## src/rtl/adc_proc_multi.sv

```systemverilog
`default_nettype none
// ============================================================================
// adc_proc_multi
//   Per-channel ADC sample averaging, millivolt scaling and one-entry output
//   holding register. Optional result clamp enabled by ADC_PROC_CLAMP_EN.
//   Revision: 1.0
// ============================================================================
module adc_proc_multi #(
  parameter int DATA_W   = 16,
  parameter int CH_N     = 4,
  parameter int AVG_LOG2 = 2,
  parameter int FS_MV    = 1600,
  parameter int CLAMP_MV = 1500,
  localparam int CH_W    = (CH_N > 1) ? $clog2(CH_N) : 1
) (
  input  logic              clk,
  input  logic              rst_n,
  input  logic [DATA_W-1:0] adc_data,
  input  logic [CH_W-1:0]   adc_ch,
  input  logic              valid_in,
  input  logic              fifo_full,
  output logic              wr_en,
  output logic [DATA_W-1:0] result_data,
  output logic [CH_W-1:0]   result_ch,
  output logic              ovf,
  output logic              clamp_flag
);

  localparam int ACC_W = DATA_W + AVG_LOG2;
  localparam int CNT_W = (AVG_LOG2 > 0) ? AVG_LOG2 : 1;
  // With AVG_LOG2=0 the counter is pinned at zero, so every sample is "last".
  localparam logic [CNT_W-1:0]  CNT_LAST = CNT_W'((1 << AVG_LOG2) - 1);
  localparam logic [CH_W:0]     CH_LIMIT = (CH_W + 1)'(CH_N);
  localparam logic [DATA_W-1:0] FS_K     = DATA_W'(FS_MV);
`ifdef ADC_PROC_CLAMP_EN
  localparam logic [DATA_W-1:0] CLAMP_K  = DATA_W'(CLAMP_MV);
`endif

  typedef enum logic [0:0] {
    IDLE = 1'b0,
    PEND = 1'b1
  } state_t;

  // Stage 1: per-channel accumulation
  logic [ACC_W-1:0]  acc_q [CH_N];
  logic [ACC_W-1:0]  acc_d [CH_N];
  logic [CNT_W-1:0]  cnt_q [CH_N];
  logic [CNT_W-1:0]  cnt_d [CH_N];
  logic              ch_ok;
  logic [ACC_W-1:0]  sum;
  logic [DATA_W-1:0] mean_q, mean_d;
  logic [CH_W-1:0]   mean_ch_q, mean_ch_d;
  logic              mean_vld_q, mean_vld_d;

  always_comb begin
    acc_d      = acc_q;
    cnt_d      = cnt_q;
    mean_d     = mean_q;
    mean_ch_d  = mean_ch_q;
    mean_vld_d = 1'b0;
    ch_ok      = ({1'b0, adc_ch} < CH_LIMIT);
    sum        = acc_q[adc_ch] + ACC_W'(adc_data);
    if (valid_in && ch_ok) begin
      if (cnt_q[adc_ch] == CNT_LAST) begin
        acc_d[adc_ch] = '0;
        cnt_d[adc_ch] = '0;
        mean_d        = sum[ACC_W-1:AVG_LOG2];
        mean_ch_d     = adc_ch;
        mean_vld_d    = 1'b1;
      end else begin
        acc_d[adc_ch] = sum;
        cnt_d[adc_ch] = cnt_q[adc_ch] + CNT_W'(1);
      end
    end
  end

  always_ff @(posedge clk or negedge rst_n) begin
    if (!rst_n) begin
      for (int i = 0; i < CH_N; i++) begin
        acc_q[i] <= '0;
        cnt_q[i] <= '0;
      end
      mean_q     <= '0;
      mean_ch_q  <= '0;
      mean_vld_q <= 1'b0;
    end else begin
      acc_q      <= acc_d;
      cnt_q      <= cnt_d;
      mean_q     <= mean_d;
      mean_ch_q  <= mean_ch_d;
      mean_vld_q <= mean_vld_d;
    end
  end

  // Stage 2: scale to millivolts, truncating the full-precision product
  logic [DATA_W-1:0] scaled;
  logic [DATA_W-1:0] s2_data_q, s2_data_d;
  logic [CH_W-1:0]   s2_ch_q, s2_ch_d;
  logic              s2_vld_q, s2_vld_d;

  always_comb begin
    scaled    = DATA_W'(({{DATA_W{1'b0}}, mean_q} * {{DATA_W{1'b0}}, FS_K}) >> DATA_W);
    s2_data_d = scaled;
`ifdef ADC_PROC_CLAMP_EN
    if (scaled > CLAMP_K) begin
      s2_data_d = CLAMP_K;
    end
`endif
    s2_ch_d   = mean_ch_q;
    s2_vld_d  = mean_vld_q;
  end

  always_ff @(posedge clk or negedge rst_n) begin
    if (!rst_n) begin
      s2_data_q <= '0;
      s2_ch_q   <= '0;
      s2_vld_q  <= 1'b0;
    end else begin
      s2_data_q <= s2_data_d;
      s2_ch_q   <= s2_ch_d;
      s2_vld_q  <= s2_vld_d;
    end
  end

  // Output holding register
  state_t            state_q, state_d;
  logic [DATA_W-1:0] res_data_q, res_data_d;
  logic [CH_W-1:0]   res_ch_q, res_ch_d;
  logic              ovf_q, ovf_d;
  logic              wr_fire;
  logic              load;

  always_comb begin
    state_d    = state_q;
    res_data_d = res_data_q;
    res_ch_d   = res_ch_q;
    ovf_d      = ovf_q;
    wr_fire    = (state_q == PEND) && !fifo_full;
    // A slot being emptied this cycle may be refilled without loss.
    load       = s2_vld_q && ((state_q == IDLE) || wr_fire);
    if (wr_fire) begin
      state_d = IDLE;
    end
    if (load) begin
      state_d    = PEND;
      res_data_d = s2_data_q;
      res_ch_d   = s2_ch_q;
    end else if (s2_vld_q) begin
      ovf_d = 1'b1;
    end
  end

  always_ff @(posedge clk or negedge rst_n) begin
    if (!rst_n) begin
      state_q    <= IDLE;
      res_data_q <= '0;
      res_ch_q   <= '0;
      ovf_q      <= 1'b0;
    end else begin
      state_q    <= state_d;
      res_data_q <= res_data_d;
      res_ch_q   <= res_ch_d;
      ovf_q      <= ovf_d;
    end
  end

  assign wr_en       = wr_fire;
  assign result_data = res_data_q;
  assign result_ch   = res_ch_q;
  assign ovf         = ovf_q;

`ifdef ADC_PROC_CLAMP_EN
  logic s2_clamp_q, s2_clamp_d;
  logic res_clamp_q, res_clamp_d;

  always_comb begin
    s2_clamp_d  = (scaled > CLAMP_K);
    res_clamp_d = res_clamp_q;
    if (load) begin
      res_clamp_d = s2_clamp_q;
    end
  end

  always_ff @(posedge clk or negedge rst_n) begin
    if (!rst_n) begin
      s2_clamp_q  <= 1'b0;
      res_clamp_q <= 1'b0;
    end else begin
      s2_clamp_q  <= s2_clamp_d;
      res_clamp_q <= res_clamp_d;
    end
  end

  assign clamp_flag = res_clamp_q;
`else
  logic unused_clamp_mv;
  assign unused_clamp_mv = ^CLAMP_MV;
  assign clamp_flag      = 1'b0;
`endif

endmodule
`default_nettype wire
```

## config.mk

```make
export PLATFORM = sky130hd
export DESIGN_NAME = adc_proc_multi
export DESIGN_NICKNAME = d
export VERILOG_FILES = /design/src/rtl/adc_proc_multi.sv
export SDC_FILE = /design/constraint.sdc
export NUM_CORES = 1
export LEC_CHECK = 0
export ABC_AREA = 1
export CAP_MARGIN = 30
export CORE_UTILIZATION = 55
export DETAILED_ROUTE_END_ITERATION = 16
export GPL_ROUTABILITY_DRIVEN = 0
export GPL_TIMING_DRIVEN = 0
export PLACE_DENSITY_LB_ADDON = 0.15
export SETUP_SLACK_MARGIN = 0.02
export SYNTH_ARGS = -nofsm -noshare
export SYNTH_HDL_FRONTEND = slang
export SYNTH_SLANG_ARGS = --single-unit
```

## constraint.sdc

```tcl
create_clock -name clk -period 5.19 [get_ports clk]
set_input_delay 0.7785 -clock clk [delete_from_list [all_inputs] [get_ports clk]]
set_output_delay 0.7785 -clock clk [all_outputs]
set_load 0.005 [all_outputs]
```

Word-level counts from Yosys, hierarchy flattened --
Index checks and enable logic that the tools add are counted. W data, S select, Z words.
Storage, ports and cells: register bits after elaboration 128, bits in latches 0, RAM bits 0, ROM bits 0, input port bits 22, output and inout bits 21, memories 0
Operators by class: add/sub/neg operators 2, $mul 1, divide/modulo/power cells 0, $lt $le $gt $ge 2, equal/unequal tests 1, shift operators 0, multiplexer cells 18, bitwise logic cells 7, reduce and logical (&&, ||, !) cells 8
Operators with widths (count):
- $and A72 B72 Y72 | 1
- $bwmux W72 | 1
- $mux W72 | 1
- $not A72 Y72 | 1
- $mux W18 | 3
- $bmux W18 S2 | 1
- $demux W18 S2 | 1
- $mul A16 B5 Y21 const B | 1
- $add A18 B16 Y18 | 1
- $and A8 B8 Y8 | 1
- $bwmux W8 | 1
- $mux W8 | 1
- $not A8 Y8 | 1
- $mux W2 | 3
- $bmux W2 S2 | 1
- $demux W2 S2 | 1
- $mux W1 | 4
- $reduce_and A2 Y1 | 2
- $ge A3 B3 Y1 const B | 1
- $logic_and A1 B1 Y1 | 3
- $lt A3 B1 Y1 const B | 1
- $not A2 Y3 | 1
- $add A2 B1 Y2 const B | 1
- $eq A2 B2 Y1 const B | 1
- other kinds (4) | 5

Depth between registers and ports, before layout --
Gate-level depths: netlist (run 1).
depth after elaboration 8, mapped depth 19

Worst setup path before layout (run 1) --
OpenSTA, ideal clock, no wires.
path type input to register, start input port adc_ch[0], end register acc_q[10] in the netlist's numbering, library setup time 0.066 ns, arrival 2.686 ns, required time 5.124 ns, slack 2.438 ns, stages on the path 14, path through nor2_1 -> buf_6 -> clkbuf_1 -> a22oi_1 -> nand2_1 -> ha_1 -> a21oi_1 -> nand2_1 -> nand2_1 -> nand2_1 -> a21oi_2 -> xor2_2 -> nand3_1 -> nand2_1
On the way: cells in the longest elaborated chain, start to end 8
Ends and longest elaborated chain:
- from (decl) | line 19 | input logic [CH_W-1:0] adc_ch,
- $not A2 Y3 (implied by the code) *
- parallel branches: the longest is 6 deep, another holds $add A18 B16 Y18
- $mux W72 * | line 64 | if (cnt_q[adc_ch] == CNT_LAST) begin
- to (signal, indexed assignment) | line 80 | acc_q[i] <= '0;
- to (signal assigned) | line 87 | acc_q <= acc_d;
- to (decl) | line 45 | logic [ACC_W-1:0] acc_q [CH_N];
Every way passes the cells marked *. The select of a mux whose other input is x is not followed. A chain may end at the register's enable or synchronous reset.

Final worst setup path (run 1) --
start input port adc_ch[1], end register mean_q[14]
On the way: cells in the longest elaborated chain, start to end 6
Ends and longest elaborated chain:
- $not A2 Y3 (implied by the code) * | line 62, 64
- parallel branches: the longest is 5 deep, another holds $add A18 B16 Y18
- to (signal assigned) | line 89 | mean_q <= mean_d;
- to (decl) | line 51 | logic [DATA_W-1:0] mean_q, mean_d;
Marks and branches as above.

==> results of run 1 <==
power breakdown:
part	internal (uW)	total (uW)	switching, uW
clock	878	1330	456
sequential	1500	1740	243
combinational	1520	3930	2420
cells in the mapped netlist, drive strengths merged:
library cell / instances / share of area [%]
a22oi: 23 / 2.2
clkbuf: 10 / 0.49
a21boi: 3 / 0.29
nand3b: 1 / 0.097
nand3: 52 / 3.9
a21o: 4 / 0.39
mux2i: 3 / 0.39
xnor2: 4 / 0.55
o21a: 3 / 0.29
and2: 1 / 0.081
nand2: 254 / 12
o21bai: 3 / 0.29
ha: 67 / 11
a221oi: 1 / 0.19
fa: 11 / 2.9
o22ai: 2 / 0.16
buf: 21 / 1.8
nor2: 37 / 2.2
nor4: 1 / 0.081
dfrtp: 128 / 42
o21ai: 61 / 4.1
conb: 1 / 0.049
a21oi: 44 / 3.1
nand4: 1 / 0.081
or2: 3 / 0.24
a31oi: 1 / 0.081
inv: 130 / 6.3
xor2: 15 / 1.9
mux2: 13 / 1.9
o221ai: 7 / 0.79
nor3: 5 / 0.32
flip-flops by register name (all words and copies together), names as in the netlist, 2 cells and up:
name	cells
s2_data_q	11
result_ch	2
acc_q	72
result_data	11
mean_ch_q	2
s2_ch_q	2
mean_q	16
cnt_q	8
how the worst max path moves through the flow:
stage	endpoint	start	slack, ps	cells past startpoint
after floorplan	acc_q[10]$_DFFE_PN0P_	adc_ch[0]	2440	14
after global placement	acc_q[54]$_DFFE_PN0P_	rst_n	-1710	1
after detailed placement	mean_q[14]$_DFFE_PN0P_	adc_ch[0]	1110	12
after CTS	mean_q[14]$_DFFE_PN0P_	adc_ch[0]	1550	12
after global routing	mean_q[14]$_DFFE_PN0P_	adc_ch[1]	1270	13
final	mean_q[14]$_DFFE_PN0P_	adc_ch[1]	1490	13
final cells by class:
cell class,count,area (sq um),area share [%]
Multi-Input combinational cell,626,3871,42.99
Sequential cell,128,3203,35.57
Inverter,130,488.0,5.419
Clock buffer,19,452.9,5.030
Timing Repair Buffer,37,389.1,4.321
Tap cell,176,220.2,2.445
Clock inverter,12,207.7,2.307
Buffer,31,172.7,1.917
metal layers:
layer  global-route usage, %  up-vias  routed length, microns
met4                   13.04        2                     637
met3                   5.896       45                    1158
li1                        -     3071                       -
met1                   34.85     2913                    7886
met5                       0        -                      13
met2                   43.21      192                    8457
logic make-up after synthesis:
kind of cell / after synthesis / share of synthesized area, %
XOR/XNOR: 19 / 2.449
other: 1 / 0.04860
buffers and inverters: 161 / 8.562
AO/OA/AOI/OAI: 152 / 11.93
flip-flops: 128 / 41.51
multiplexers: 16 / 2.286
adder cells (fa/ha/maj): 78 / 13.72
AND/OR/NAND/NOR: 355 / 19.49
placed cells by master (no fill, tap or decap), types with 4 or more instances in the layout:
cell             Yosys  layout
nand2_1            250     250
dfrtp_1            128     128
inv_1              118     118
ha_1                67      67
nand3_1             46      46
a21oi_1             38      38
clkdlybuf4s50_1      0      35
nor2_1              31      31
o21ai_0             31      31
o21ai_1             28      28
a22oi_1             23      23
clkbuf_16            0      17
xor2_1              13      13
mux2_2              13      13
inv_2               12      12
buf_2               12      12
fa_1                11      11
clkbuf_1            10      10
o221ai_1             7       7
buf_4                7       7
a21oi_2              6       6
conb_1               1       6
nor3_1               5       5
nand3_2              5       5
bufinv_16            0       5
nor2_2               4       4
nand2_2              4       4
a21o_1               4       4
through the flow:
stage / TNS (ps) / util, % / instances
2_1_floorplan: 0 / - / 915
3_3_place_gp: -217710 / 61.81 / 1127
3_5_place_dp: 0 / 62.03 / 1128
4_1_cts: 0 / 66.94 / 1159
5_1_grt: 0 / 66.94 / 1159
6_report: 0 / 66.94 / 1159
==> reports/results.tsv, run 1 <==
stage	metric	value	unit
status	run status	finished clean	
critical_path	crit start category	input port	
critical_path	crit path max-delay cell type	clkbuf_1	
grt	largest net degree at the start of global routing	72	
timing	final slew viol count	0	
clocking	Clock transition at path regs	60	ps
layout	Nets	1071	
power_and_ir_drop	Final Power	7008	uW
timing	fmax	0.2706	GHz
critical_path	crit path DAT	4040	ps
critical_path	r2r startpoint	mean_q[5]$_DFFE_PN0P_	
detailed_routing	DRT antenna net count	0	
detailed_routing	DRC	0	
logic_synthesis	Yosys warnings	0	
timing	Worst Clk Skew	7.998	ps
detailed_routing	Avg WL per Cell	15.66	microns
clocking	CTS root buf	clkbuf_16	
die	die area	14510	sq um
layout	area grow syn2layout	16.70	%
critical_path	Worst Path Required	5530	ps
critical_path	reg-to-reg slack, setup	2130	ps
timing	worst-margin pin slew	652.2	ps
clocking	Sink Count	128	
clocking	htree depth	4	
clocking	setup bufs post-CTS	0	
clocking	CTS Buffer Depth	2	
layout	share of cells above drive strength 1	11.09	%
die	Initial Utilization	57.36	%
power_and_ir_drop	pwr dens	778.3	nW/um^2
timing	unrepaired setup endpoints after global routing	false	
placement	DP HPWL	13240	microns
power_and_ir_drop	VDD IR max	0.3523	mV
timing	final hold slack	307.8	ps
grt	Tot GR Track Use	27.00	%
critical_path	CP endpoint kind	flip-flop	
clocking	CTS tree	done	
clocking	TritonCTS buffer count	17	
logic_synthesis	syn_area_per_cell	8.479	sq um
grt	first-pass GRT wire length	29510	microns
critical_path	Worst path top cell family by delay	buffers and inverters	
clocking	PostCTS Resize Cnt	0	
critical_path	crit path kind	in2reg	
placement	placed cell areas	8344	sq um
logic_synthesis	post-synthesis register bit count	128	
detailed_routing	drt initial violations	369	
die	I/O Pins	43	
detailed_routing	detailed-route via count	6223	
die	Die Ht	120.4	microns
clocking	Post-CTS Hold Buffers	0	
layout	FILL cells	1116	
critical_path	worst r2r path cells	15	
layout	ant diodes	0	
detailed_routing	drt first pass iters	5	
layout	cell area after layout	9005	sq um
logic_synthesis	Post-Syn Area	7716	sq um
timing	Final Hold Fails	0	
logic_synthesis	Cell variety after synth	46	
logic_synthesis	post-synthesis sequential area ratio	41.51	%
critical_path	Worst Path Buf+Inv	6	
timing	worst setup margin	1495	ps
timing	max_slew headroom	56.52	%
critical_path	critical path peak fanout	10	
grt	global route overflow	0	
critical_path	worst r2r dst	s2_data_q[10]$_DFF_PN0_	
die	core area	13450	sq um
detailed_routing	vias per inst	5.369	
timing	Final setup violation count	0	
die	die width	120.4	microns
placement	Setup WS pre-CTS	1110	ps
detailed_routing	Total Routed Length	18150	microns
timing	min cycle time layout	3695	ps
worst_hold_path	Hold WC Path Type	in2async	
critical_path	CP Cell Sequence	clkdlybuf4s50_1 > inv_2 > nand2_2 > inv_2 > clkbuf_1 > a22oi_1 > o221ai_1 > ha_1 > nand2_1 > inv_1 > clkbuf_1 > nand3_1 > o21ai_0	
timing	final critical-path share of the clock period	71.20	%
critical_path	CP peak stage delay	530	ps
flow_run	Max Cap Viol	0	
placement	Buffers on Ports	36	
grt	vias in the first global route	6068	
grt	initial antenna violation count	1	
power_and_ir_drop	Leakage	0.004815	uW
clocking	worst skew pair latency	430	ps
logic_synthesis	Cells after Synth	910	
die	Cell Rows	42	
No activity file was read; power rests on OpenSTA's default activity.
==> run 2: changes to the inputs <==
==> constraint.sdc (replaced) <==
create_clock -name clk -period 3.67 [get_ports clk]
set_input_delay 0.5505 -clock clk [delete_from_list [all_inputs] [get_ports clk]]
set_output_delay 0.5505 -clock clk [all_outputs]
set_load 0.005 [all_outputs]
==> reports/results.tsv, run 2 (synthesis results as in run 1) <==
stage	metric	value	unit	change
timing	min cycle time layout	3250	ps	
timing	Final setup violation count	0		unchanged
die	I/O Pins	43		unchanged
critical_path	crit path max-delay cell type	clkdlybuf4s50_1		
critical_path	CP Cell Sequence	clkdlybuf4s50_1 > inv_2 > nand2_2 > inv_2 > a22oi_1 > o221ai_1 > ha_1 > inv_1 > fa_1 > inv_1 > nand3_1 > nand2_1 > nand3_1 > nand2_1 > nand2_1 > nand3_1 > nand3_1 > a21boi_1		
timing	Worst Clk Skew	7.709	ps	-0.2890 ps
critical_path	Worst Path Required	4020	ps	-1510 ps
die	Die Ht	120.4	microns	unchanged
layout	Nets	1071		unchanged
detailed_routing	drt initial violations	369		unchanged
clocking	htree depth	4		unchanged
layout	ant diodes	0		unchanged
clocking	worst skew pair latency	430	ps	about the same
layout	number of flip-flops in the largest register	72		unchanged
power_and_ir_drop	Final Power	9909	uW	+41%
detailed_routing	detailed-route via count	6204		-0.31%
layout	share of cells above drive strength 1	11.29	%	+0.20 points
critical_path	crit path kind	in2reg		
power_and_ir_drop	Clock power frac	19.0	%	about the same
grt	largest net degree at the start of global routing	72		unchanged
die	core area	13450	sq um	unchanged
timing	post-route setup TNS	0	ps	unchanged
power_and_ir_drop	Comb power frac	56.1	%	about the same
power_and_ir_drop	VDD IR max	0.4982	mV	+41%
timing	unrepaired setup endpoints after global routing	false		
timing	max_slew headroom	56.46	%	-0.068 points
grt	first-pass GRT wire length	29510	microns	unchanged
die	Cell Rows	42		unchanged
clocking	CTS Buffer Depth	2		unchanged
clocking	CTS root buf	clkbuf_16		
layout	largest registers	acc_q x72, mean_q x16		
layout	Reg with most FFs	acc_q		
grt	initial antenna violation count	1		unchanged
timing	final critical-path share of the clock period	88.56	%	
timing	worst setup margin	419.7	ps	-1075 ps
critical_path	critical path peak fanout	9		-1
placement	# placed instances	1128		unchanged
power_and_ir_drop	pwr dens	1100	nW/um^2	+41%
power_and_ir_drop	switching power total	4401	uW	+41%
status	run status	finished clean		
layout	sequential cell area	3203	sq um	unchanged
critical_path	CP peak stage delay	480	ps	-50 ps
clocking	Sink Count	128		unchanged
die	die area	14510	sq um	unchanged
clocking	setup bufs post-CTS	0		unchanged
critical_path	CP endpoint kind	flip-flop		
timing	final slew viol count	0		unchanged
power_and_ir_drop	switching share of power	44.41	%	about the same
layout	Post-Layout Cell Count	1159		unchanged
flow_run	Max Cap Viol	0		unchanged
placement	DP HPWL	13240	microns	unchanged
timing	fmax	0.3077	GHz	
critical_path	Worst path top cell family by delay	buffers and inverters		
critical_path	crit path DAT	3600	ps	-440 ps
worst_hold_path	Hold WC Path Type	in2async		
timing	worst-margin pin slew	653.2	ps	+1.020 ps
layout	area grow syn2layout	16.73	%	about the same
grt	global route overflow	0		unchanged
grt	Tot GR Track Use	27.00	%	unchanged
placement	Setup WS pre-CTS	-181.8	ps	-1292 ps
critical_path	Worst Path Buf+Inv	5		-1
power_and_ir_drop	register share of total power	24.8	%	about the same
detailed_routing	drt first pass iters	6		+1
clocking	CTS tree	done		
detailed_routing	vias per inst	5.353		-0.31%
timing	Final Hold Fails	0		unchanged
clocking	Clock transition at path regs	60	ps	about the same
detailed_routing	Total Routed Length	18150	microns	about the same
detailed_routing	DRT antenna net count	0		unchanged
grt	vias in the first global route	6068		unchanged
placement	Buffers on Ports	36		unchanged
layout	commonest non-fill, non-tap cell in the layout	nand2_1		
detailed_routing	Avg WL per Cell	15.66	microns	about the same
layout	FILL cells	1115		-0.090%
clocking	TritonCTS buffer count	17		unchanged
die	Initial Utilization	57.36	%	unchanged
clocking	PostCTS Resize Cnt	0		unchanged
power_and_ir_drop	Leakage	0.004821	uW	+0.13%
critical_path	crit start category	input port		
clocking	Post-CTS Hold Buffers	0		unchanged
die	die width	120.4	microns	unchanged
critical_path	Worst path most repeated cell	nand3_1		
layout	area of the multi-input gates	3871	sq um	unchanged
power_and_ir_drop	Internal	5508	uW	+41%
layout	commonest non-fill, non-tap cells in the layout	nand2_1, dfrtp_1, inv_1		
detailed_routing	DRC	0		unchanged
==> run 2: layer usage <==
layer	share of wire (%)	vias to the layer above	global-route usage, %
met5	0.072	-	0
met4	3.5	2	13.04
li1	-	3067	-
met1	43	2901	34.85
met3	6.6	43	5.896
met2	47	191	43.21
==> run 2: path summary, 6_finish.rpt <==
path,start,endpoint,slack [ps],depth (start not counted)
worst max-delay path,adc_ch[1],acc_q[34]$_DFFE_PN0P_,420,18
worst min-delay path,rst_n,result_data[8]$_DFFE_PN0P_,80,1
worst max register to register,mean_q[5]$_DFFE_PN0P_,s2_data_q[10]$_DFF_PN0_,610,15
worst min register to register,mean_vld_q$_DFF_PN0_,s2_vld_q$_DFF_PN0_,350,0
max in group asynchronous,rst_n,acc_q[18]$_DFFE_PN0P_,2860,2
min in group clk,mean_vld_q$_DFF_PN0_,s2_vld_q$_DFF_PN0_,350,0
==> run 2: worst reg2reg max path, stage by stage (launching register included) <==
cell and delay, ps:
dfrtp_1 430, ha_1 320, ha_1 280, inv_1 50
fa_1 490, inv_1 40, ha_1 320, a21oi_1 160
o21a_1 130, nand2_1 110, nand2_1 130, nand2_1 130
nand3_1 120, nand2_1 60, nand2_1 60, nand2_1 100
==> run 2: cell type report <==
class	instances	share of cell area, %
repair buffers	37	4.320
inverters	130	5.417
clock inverters	12	2.306
plain buffers	31	1.945
clock buffers	19	5.028
well taps	176	2.445
flip-flops and latches	128	35.56
multi-input cells	626	42.98
==> run 2: stage by stage <==
stage	utilization [%]	hold WS [ps]	area, sq um
detailed placement	62.03	336.5	8344
floorplan	-	254.9	7735
global placement	61.81	331.9	8315
global route	66.96	122.7	9007
finish	66.96	79.77	9007
CTS	66.94	88.45	9005
==> run 2: power groups by stage <==
stage,Clock (uW),Sequential (uW),Combinational (uW)
floorplan,0,2400,4150
global placement,0,2460,5300
detailed placement,0,2480,5400
CTS,1910,2460,5540
global route,1970,2540,6350
finish,1890,2460,5560
